==> src/rtl/multicycle_control_pkg.sv <==
// Shared encodings for the multicycle MIPS control unit: state codes, opcodes and datapath selects.
// The optional jal path is enabled with MULTICYCLE_CONTROL_JAL_EN.
package multicycle_control_pkg;

    localparam logic [3:0] S_FETCH     = 4'd0;
    localparam logic [3:0] S_DECODE    = 4'd1;
    localparam logic [3:0] S_MEM_ADDR  = 4'd2;
    localparam logic [3:0] S_MEM_READ  = 4'd3;
    localparam logic [3:0] S_MEM_WB    = 4'd4;
    localparam logic [3:0] S_MEM_WRITE = 4'd5;
    localparam logic [3:0] S_EXECUTE   = 4'd6;
    localparam logic [3:0] S_R_WB      = 4'd7;
    localparam logic [3:0] S_BRANCH    = 4'd8;
    localparam logic [3:0] S_JUMP      = 4'd9;
    localparam logic [3:0] S_ADDI_EX   = 4'd10;
    localparam logic [3:0] S_ADDI_WB   = 4'd11;
    localparam logic [3:0] S_JAL       = 4'd12;

    localparam logic [5:0] OP_RTYPE = 6'h00;
    localparam logic [5:0] OP_J     = 6'h02;
    localparam logic [5:0] OP_JAL   = 6'h03;
    localparam logic [5:0] OP_BEQ   = 6'h04;
    localparam logic [5:0] OP_BNE   = 6'h05;
    localparam logic [5:0] OP_ADDI  = 6'h08;
    localparam logic [5:0] OP_LW    = 6'h23;
    localparam logic [5:0] OP_SW    = 6'h2B;

    localparam logic [1:0] ALU_ADD   = 2'b00;
    localparam logic [1:0] ALU_SUB   = 2'b01;
    localparam logic [1:0] ALU_FUNCT = 2'b10;

    localparam logic [1:0] PC_ALU    = 2'b00;
    localparam logic [1:0] PC_ALUOUT = 2'b01;
    localparam logic [1:0] PC_JUMP   = 2'b10;

    localparam logic [1:0] SRCB_REG       = 2'b00;
    localparam logic [1:0] SRCB_FOUR      = 2'b01;
    localparam logic [1:0] SRCB_IMM       = 2'b10;
    localparam logic [1:0] SRCB_IMM_SHIFT = 2'b11;

    localparam logic [1:0] REGDST_RT = 2'b00;
    localparam logic [1:0] REGDST_RD = 2'b01;
    localparam logic [1:0] REGDST_RA = 2'b10;

    localparam logic [1:0] MEMTOREG_ALU = 2'b00;
    localparam logic [1:0] MEMTOREG_MEM = 2'b01;
    localparam logic [1:0] MEMTOREG_PC  = 2'b10;

endpackage

==> src/rtl/mcc_output_decode.sv <==
// Combinational map from control state (plus mem_ready in FETCH) to datapath controls.
// The JAL state row exists only under MULTICYCLE_CONTROL_JAL_EN.
module mcc_output_decode
    import multicycle_control_pkg::*;
#(
    parameter int STATE_W = 4
) (
    input  logic [STATE_W-1:0] state,
    input  logic               mem_ready,
    input  logic               is_bne,
    input  logic               enable,
    output logic               pc_write,
    output logic               pc_write_cond,
    output logic               i_or_d,
    output logic               mem_read,
    output logic               mem_write,
    output logic               ir_write,
    output logic               alu_src_a,
    output logic               reg_write,
    output logic               branch_ne,
    output logic [1:0]         mem_to_reg,
    output logic [1:0]         pc_source,
    output logic [1:0]         alu_op,
    output logic [1:0]         alu_src_b,
    output logic [1:0]         reg_dst
);

    // enable low (reset) leaves every control at its inactive default
    always_comb begin
        pc_write      = 1'b0;
        pc_write_cond = 1'b0;
        i_or_d        = 1'b0;
        mem_read      = 1'b0;
        mem_write     = 1'b0;
        ir_write      = 1'b0;
        alu_src_a     = 1'b0;
        reg_write     = 1'b0;
        branch_ne     = 1'b0;
        mem_to_reg    = MEMTOREG_ALU;
        pc_source     = PC_ALU;
        alu_op        = ALU_ADD;
        alu_src_b     = SRCB_REG;
        reg_dst       = REGDST_RT;
        if (enable) begin
            case (state)
                STATE_W'(S_FETCH): begin
                    mem_read  = 1'b1;
                    alu_src_b = SRCB_FOUR;
                    ir_write  = mem_ready;
                    pc_write  = mem_ready;
                end
                STATE_W'(S_DECODE):   alu_src_b = SRCB_IMM_SHIFT;
                STATE_W'(S_MEM_ADDR): begin
                    alu_src_a = 1'b1;
                    alu_src_b = SRCB_IMM;
                end
                STATE_W'(S_MEM_READ): begin
                    mem_read = 1'b1;
                    i_or_d   = 1'b1;
                end
                STATE_W'(S_MEM_WB): begin
                    reg_write  = 1'b1;
                    mem_to_reg = MEMTOREG_MEM;
                end
                STATE_W'(S_MEM_WRITE): begin
                    mem_write = 1'b1;
                    i_or_d    = 1'b1;
                end
                STATE_W'(S_EXECUTE): begin
                    alu_src_a = 1'b1;
                    alu_op    = ALU_FUNCT;
                end
                STATE_W'(S_R_WB): begin
                    reg_write = 1'b1;
                    reg_dst   = REGDST_RD;
                end
                STATE_W'(S_BRANCH): begin
                    alu_src_a     = 1'b1;
                    alu_op        = ALU_SUB;
                    pc_write_cond = 1'b1;
                    pc_source     = PC_ALUOUT;
                    branch_ne     = is_bne;
                end
                STATE_W'(S_JUMP): begin
                    pc_write  = 1'b1;
                    pc_source = PC_JUMP;
                end
                STATE_W'(S_ADDI_EX): begin
                    alu_src_a = 1'b1;
                    alu_src_b = SRCB_IMM;
                end
                STATE_W'(S_ADDI_WB):  reg_write = 1'b1;
`ifdef MULTICYCLE_CONTROL_JAL_EN
                STATE_W'(S_JAL): begin
                    pc_write   = 1'b1;
                    pc_source  = PC_JUMP;
                    reg_write  = 1'b1;
                    reg_dst    = REGDST_RA;
                    mem_to_reg = MEMTOREG_PC;
                end
`endif
                default: ;
            endcase
        end
    end

endmodule

==> src/rtl/multicycle_control.sv <==
// Multicycle MIPS control FSM with memory-ready wait timeout and illegal-opcode pulse.
// Define MULTICYCLE_CONTROL_JAL_EN to add the jal decode and JAL state.
module multicycle_control
    import multicycle_control_pkg::*;
#(
    parameter int OPCODE_W  = 6,
    parameter int STATE_W   = 4,
    parameter int TIMEOUT_W = 8
) (
    input  logic                clock,
    input  logic                reset,
    input  logic [OPCODE_W-1:0] opcode,
    input  logic                mem_ready,
    output logic                pc_write,
    output logic                pc_write_cond,
    output logic                i_or_d,
    output logic                mem_read,
    output logic                mem_write,
    output logic                ir_write,
    output logic                alu_src_a,
    output logic                reg_write,
    output logic                branch_ne,
    output logic [1:0]          mem_to_reg,
    output logic [1:0]          pc_source,
    output logic [1:0]          alu_op,
    output logic [1:0]          alu_src_b,
    output logic [1:0]          reg_dst,
    output logic                illegal_op,
    output logic                mem_timeout,
    output logic [STATE_W-1:0]  state
);

    logic [STATE_W-1:0]   next_state;
    logic [TIMEOUT_W-1:0] wait_count;
    logic [5:0]           op6;
    logic                 in_wait;
    logic                 timeout_hit;
    logic                 illegal_next;

    assign op6 = 6'(opcode);
    assign in_wait = (state == STATE_W'(S_FETCH)) || (state == STATE_W'(S_MEM_READ)) ||
                     (state == STATE_W'(S_MEM_WRITE));
    // a ready in the saturating cycle counts as completion, not timeout
    assign timeout_hit = in_wait && !mem_ready && (&wait_count);

    always_ff @(posedge clock or posedge reset) begin
        if (reset) begin
            state <= STATE_W'(S_FETCH);
        end else begin
            state <= next_state;
        end
    end

    always_comb begin
        next_state   = STATE_W'(S_FETCH);
        illegal_next = 1'b0;
        case (state)
            STATE_W'(S_FETCH):
                next_state = mem_ready ? STATE_W'(S_DECODE) : STATE_W'(S_FETCH);
            STATE_W'(S_DECODE): begin
                case (op6)
                    OP_LW, OP_SW:    next_state = STATE_W'(S_MEM_ADDR);
                    OP_RTYPE:        next_state = STATE_W'(S_EXECUTE);
                    OP_BEQ, OP_BNE:  next_state = STATE_W'(S_BRANCH);
                    OP_J:            next_state = STATE_W'(S_JUMP);
                    OP_ADDI:         next_state = STATE_W'(S_ADDI_EX);
`ifdef MULTICYCLE_CONTROL_JAL_EN
                    OP_JAL:          next_state = STATE_W'(S_JAL);
`endif
                    default:         illegal_next = 1'b1;
                endcase
            end
            STATE_W'(S_MEM_ADDR):
                next_state = (op6 == OP_SW) ? STATE_W'(S_MEM_WRITE) : STATE_W'(S_MEM_READ);
            STATE_W'(S_MEM_READ):
                next_state = mem_ready ? STATE_W'(S_MEM_WB) : STATE_W'(S_MEM_READ);
            STATE_W'(S_MEM_WRITE):
                next_state = mem_ready ? STATE_W'(S_FETCH) : STATE_W'(S_MEM_WRITE);
            STATE_W'(S_EXECUTE):  next_state = STATE_W'(S_R_WB);
            STATE_W'(S_ADDI_EX):  next_state = STATE_W'(S_ADDI_WB);
            STATE_W'(S_MEM_WB), STATE_W'(S_R_WB), STATE_W'(S_BRANCH),
            STATE_W'(S_JUMP), STATE_W'(S_ADDI_WB):
                next_state = STATE_W'(S_FETCH);
`ifdef MULTICYCLE_CONTROL_JAL_EN
            STATE_W'(S_JAL):      next_state = STATE_W'(S_FETCH);
`endif
            default:              illegal_next = 1'b1;
        endcase
        if (timeout_hit) begin
            next_state = STATE_W'(S_FETCH);
        end
    end

    always_ff @(posedge clock or posedge reset) begin
        if (reset) begin
            wait_count <= '0;
        end else if (!in_wait || mem_ready || timeout_hit || (next_state != state)) begin
            wait_count <= '0;
        end else begin
            wait_count <= wait_count + TIMEOUT_W'(1);
        end
    end

    always_ff @(posedge clock or posedge reset) begin
        if (reset) begin
            illegal_op  <= 1'b0;
            mem_timeout <= 1'b0;
        end else begin
            illegal_op  <= illegal_next;
            mem_timeout <= timeout_hit;
        end
    end

    mcc_output_decode #(
        .STATE_W(STATE_W)
    ) u_output_decode (
        .state         (state),
        .mem_ready     (mem_ready),
        .is_bne        (op6 == OP_BNE),
        .enable        (!reset),
        .pc_write      (pc_write),
        .pc_write_cond (pc_write_cond),
        .i_or_d        (i_or_d),
        .mem_read      (mem_read),
        .mem_write     (mem_write),
        .ir_write      (ir_write),
        .alu_src_a     (alu_src_a),
        .reg_write     (reg_write),
        .branch_ne     (branch_ne),
        .mem_to_reg    (mem_to_reg),
        .pc_source     (pc_source),
        .alu_op        (alu_op),
        .alu_src_b     (alu_src_b),
        .reg_dst       (reg_dst)
    );

endmodule

==> config.mk <==
export PLATFORM = sky130hd
export DESIGN_NAME = multicycle_control
export DESIGN_NICKNAME = d
export VERILOG_FILES = /design/src/rtl/multicycle_control_pkg.sv /design/src/rtl/mcc_output_decode.sv /design/src/rtl/multicycle_control.sv
export SDC_FILE = /design/constraint.sdc
export NUM_CORES = 1
export LEC_CHECK = 0
export ABC_CLOCK_PERIOD_IN_PS = 2300
export CORE_UTILIZATION = 40
export DETAILED_ROUTE_END_ITERATION = 10
export HOLD_SLACK_MARGIN = 0.06
export PLACE_DENSITY = 0.76
export RECOVER_POWER = 100
export SLEW_MARGIN = 20
export SYNTH_ARGS = -nofsm -noshare
export SYNTH_HDL_FRONTEND = slang
export SYNTH_HIERARCHICAL = 1
export SYNTH_SLANG_ARGS = --single-unit
==> constraint.sdc <==
create_clock -name clock -period 2.3 [get_ports clock]
set_clock_uncertainty 0.15 [all_clocks]
set_input_delay 0.345 -clock clock [delete_from_list [all_inputs] [get_ports clock]]
set_output_delay 0.345 -clock clock [all_outputs]
set_load 0.02 [all_outputs]
# Yosys cells after proc, flatten, opt, wreduce, memory -nomap -nowiden
# Index checks and enable logic that the tools add are counted.
op_classes:
  n_reduce_logical: 21
  mux: 38
  addsub: 1
  n_eq_ne: 18
op_table:
  columns: ["cell", "count"]
  rows:
  - ["one-hot mux 4 bit (7 select lines)", 1]
  - ["two-way mux 1 bit", 21]
  - ["one-hot mux 4 bit (5 select lines)", 1]
  - ["equality test 4 x 3 -> 1 bit, second input constant", 4]
  - ["equality test 4 bit, second input constant", 4]
  - ["equality test 6 x 3 -> 1 bit, second input constant", 2]
  - ["equality test 6 bit, second input constant", 2]
  - ["OR reduction 11 bit", 1]
  - ["two-way mux 2 bit", 5]
  - ["OR reduction 2 bit", 5]
  - ["two-way mux 3 bit", 3]
  - ["adder 8 x 1 -> 8 bit, second input constant", 1]
  - ["equality test 4 x 2 -> 1 bit, second input constant", 2]
  - ["two-way mux 8 bit", 1]
  - ["one-hot mux 2 bit (2 select lines)", 2]
  - ["AND reduction 8 bit", 1]
  - ["OR reduction 7 bit", 1]
  - ["equality test 6 x 2 -> 1 bit, second input constant", 1]
  - ["equality test 6 x 4 -> 1 bit, second input constant", 1]
  - ["zero test 6 bit", 1]
  - ["one-hot mux 2 bit (3 select lines)", 1]
  - ["logical OR 1 bit", 5]
  - ["equality test 4 x 1 -> 1 bit, second input constant", 1]
  - ["zero test 4 bit", 1]
  - ["other kinds (7)", 10]
totals:
  in_bits: 9
  out_inout_bits: 25
  register_bits: 14

# Depth between registers and ports, before layout
depth:
  word_depth: 9
  depth_mapped: 5

# Cells and area by module
# Netlist, hierarchy kept.
modules_own_cells:
  columns: ["mod", "n_inst", "area_each_um2", "seq_area_each_um2", "cells_each"]
  rows:
  - ["multicycle_control", 1, 888.4, 350.3, 103]
  - ["mcc_output_decode", 1, 277.8, 0.0, 44]

# Least setup slack after synthesis
# No wires, ideal clock.
synth_timing:
  path_type: "in2out"
  from: "input port reset"
  to: "output port alu_op[0]"
  path_buffers: 1
  arrival_ps: 1839
  path_stages: 4
  path_slack_ps: -34
  cell_sequence: "inv_1 -> nand2b_1 -> nor3_1 -> buf_4"
synth_between:
  elab_chain_len: 1
synth_rtl:
  columns: ["element", "line", "source"]
  rows:
  - ["start, declared", "multicycle_control.sv:11", "input logic reset,"]
  - ["two-way mux 2 bit", "mcc_output_decode.sv:44", "if (enable) begin"]
  - ["end, declared", "multicycle_control.sv:25", "output logic [1:0] alu_op,"]
# No other way between the ends.

# Worst setup path after layout
layout_timing:
  from: "input port mem_ready"
  to: "output port pc_write"
layout_between:
  elab_chain_len: 2
layout_rtl:
  columns: ["element", "line", "source"]
  rows:
  - ["start, declared", "multicycle_control.sv:13", "input logic mem_ready,"]
  - ["one-hot mux 1 bit (2 select lines)", "mcc_output_decode.sv:45", "case (state)"]
  - ["two-way mux 1 bit", "mcc_output_decode.sv:44", null]
  - ["end, declared", "multicycle_control.sv:14", "output logic pc_write,"]
# No other way between the ends.

==> impl_results.md <==
* RD Place Congestion at 0.829
* CP Capture Point: pc_write
* DRC Markers at 0
* Critical path startpoint: mem_ready
* DR vias at 1,195
* Reg area at 350 µm²
* GRT Total Usage at 0.199
* Worst Max-Slew Pin Slew at 0.539 ns
* Synthesized cell area at 1170 µm²
* Critical path cell sequence: clkdlybuf4s50_1 > or3b_1 > a211oi_2 > dlygate4sd2_1
* Status: finished, final reports clean
* Dpl cells at 211
* Vias in the first global route at 1,138
* Async set-reset flop share out of synthesis at 1.00
* Per-cell routed wire length at 13.4 µm
* PwrDens at 770 nW/µm²
* Netlist cell types at 45
* Required time of the critical path at 1.80 ns
* CTS buffer count at 3
* Initial antenna violation count at 0
* Clk sink count at 14
* Initial core utilization at 0.423
* Synth warnings at 6
* Post-route cell area at 1570 µm²
* Slowest CP cell: clkdlybuf4s50_1
* Commonest non-fill, non-tap cell in the layout: nor2_1
* Largest net degree at the start of global routing at 25
* Data arrival time of the worst path at 1.74 ns
* Die W at 56.0 µm
* Final setup violation count at 0
* MaxCap Viol Count at 0
* Origin of the critical flop-to-flop path: state[1]$_DFF_PP0_
* Leak pwr at 0.690 nW
* Worst r2r path cells at 5
* Worst-case vdd ir drop at 558 µV
* Post-Synthesis Cells at 147
* Routed vias/inst at 5.56
* Number of buffers on the longest clock path at 2
* Port bufs at 31
* First-pass GRT wire length at 5.00 mm
* FF-to-FF End: state[0]$_DFF_PP0_
* CTS root buf: clkbuf_4
* Post-synth EDFFs at 0
* Die area at 3140 µm²
* Area grow syn2layout at 35.0%
* Final Hold Fails at 0
* Startpoint types: primary input
* CP max stage delay at 0.47 ns
* Peak Freq at 0.447 GHz
* CP Class: primary input to primary output
* Final Max Slew Viols at 0
* Final Net Count at 195
* Skew-Pair Late Insertion Delay at 0.28 ns
* Ys flop type: dfrtp_1
* CP Max Fanout at 2
* Die height at 56.0 µm
* Placed cell areas at 1560 µm²
* Synthesized area per cell at 7.93 µm²
* Clock-pin slew on the worst setup and hold paths at 0.08 ns
* Core ar. at 2760 µm²
* # diodes at 0
* R2R Setup Slk at 0.23 ns
* FILL cells at 253
* CTS tree: built
* Most frequent cells in the layout: nor2_1, dfrtp_1, dlygate4sd2_1, buf_4
* HPWL after DPL at 2.16 mm
* Sequential element share of the synthesized area at 0.300
* Period utilization at 0.973
* Share of cells above drive strength 1 at 0.158
* #FFs+latches synth at 14
* Initial detailed-routing violation count at 36
* RSZ-0062 raised after global routing: false
* Row cnt at 19
* Final ANT Viol Nets at 0
* Yosys top cell area share at 0.300
* Tmin final at 2.24 ns
* Slew Limit Headroom at 0.635
* Design Power at 0.00121 W
* 1st-pass router iterations at 4
* Hold crit path type: primary input to async pin
* H-tree Lvls at 1
* Worst setup EP type: primary output
* Grt ovf at 0
* Final wirelength at 2.89 mm
* I/O pin cnt at 34
* Largest cells by area after synthesis: dfrtp_1, nand2b_1, nor2_1, nor3_1, xnor2_1
* Non-filler instance count after layout at 215
* Area leader, netlist: dfrtp_1
* Multi-input gate area at 743 µm²
[synthesized netlist by cell type (2+ instances only)]
cell / instances
nor4_1: 3
nor3b_1: 3
dfrtp_1: 14
nand3_1: 7
nand2_1: 11
buf_4: 4
nand2b_1: 10
nor3_1: 11
nor2b_1: 2
clkbuf_1: 6
a21oi_1: 9
buf_2: 3
o21ai_0: 3
or3_1: 2
inv_1: 3
xor2_1: 4
xnor2_1: 6
nand3b_1: 4
or3b_1: 2
nor2_1: 15
[per-layer routing]
metal | share of wire | track usage | routed length, µm | vias to the layer above
met2 | 0.49 | 0.364 | 1420 | 48
met1 | 0.44 | 0.240 | 1260 | 551
li1 | - | - | - | 591
met4 | 0.018 | 0.0906 | 53 | 0
met5 | 0 | 0 | 0 | -
met3 | 0.054 | 0.00930 | 155 | 5
[area by class of cell]
type | instances | area share
Tap cell | 31 | 0.0246
Sequential cell | 14 | 0.223
Timing Repair Buffer | 47 | 0.248
Multi-Input combinational cell | 115 | 0.472
Inverter | 4 | 0.00954
Clock buffer | 4 | 0.0231
[per-stage QoR]
stage	hold WS (ns)	setup slack, ns	utilization	TNS, ns
finish	0.283	0.0614	0.571	0
global route	0.301	0.0137	0.571	0
floorplan	0.151	0.133	-	0
detailed placement	0.326	-0.565	0.566	-1.62
CTS	0.286	0.00282	0.575	0
global placement	0.322	-0.441	0.566	-1.38
[where the power goes]
group          leakage [nW]  switching, W  internal [W]
clock                0.0210     0.0000798     0.0000964
combinational         0.478      0.000407      0.000299
sequential            0.191     0.0000404      0.000289
[cells by family (layout without fill, tap and decap cells)]
kind of cell,Yosys count,in the layout,share of synthesized area
compound gates,24,24,0.152
xor+xnor,10,10,0.0751
fa+ha+maj,1,1,0.0107
buf+inv,19,55,0.0848
flops,14,14,0.300
mux,1,1,0.00966
other cells,1,2,0.00322
simple gates,77,77,0.364
[timing repair]
item / 4_1_cts / 5_1_grt
buffers inserted: 0 / 0
gates resized for setup: 21 / 6
hold buffers: 0 / 0
cloned: 0 / 0
pin swaps: 0 / 2
endpoints found under the hold margin: 0 / 0
endpoints found under the setup margin: 15 / 3
[critical path, delay by kind of cell]
family / cells / cell delay, ns
compound gates: 1 / 0.22
buf+inv: 2 / 0.83
simple gates: 1 / 0.36
[sequential cells by signal, indices dropped and copies added (netlist names)]
signal and flops:
mem_timeout 1, illegal_op 1, state 4, wait_count 8
[worst min-delay path by stage]
stage	slack, ns	end
detailed placement	0.33	wait_count[0]$_DFF_PP0_
CTS	0.29	wait_count[6]$_DFF_PP0_
global route	0.30	wait_count[6]$_DFF_PP0_
floorplan	0.15	illegal_op$_DFF_PP0_
global placement	0.32	wait_count[0]$_DFF_PP0_
finish	0.28	mem_timeout$_DFF_PP0_
Power figures use the tool's default switching activity.
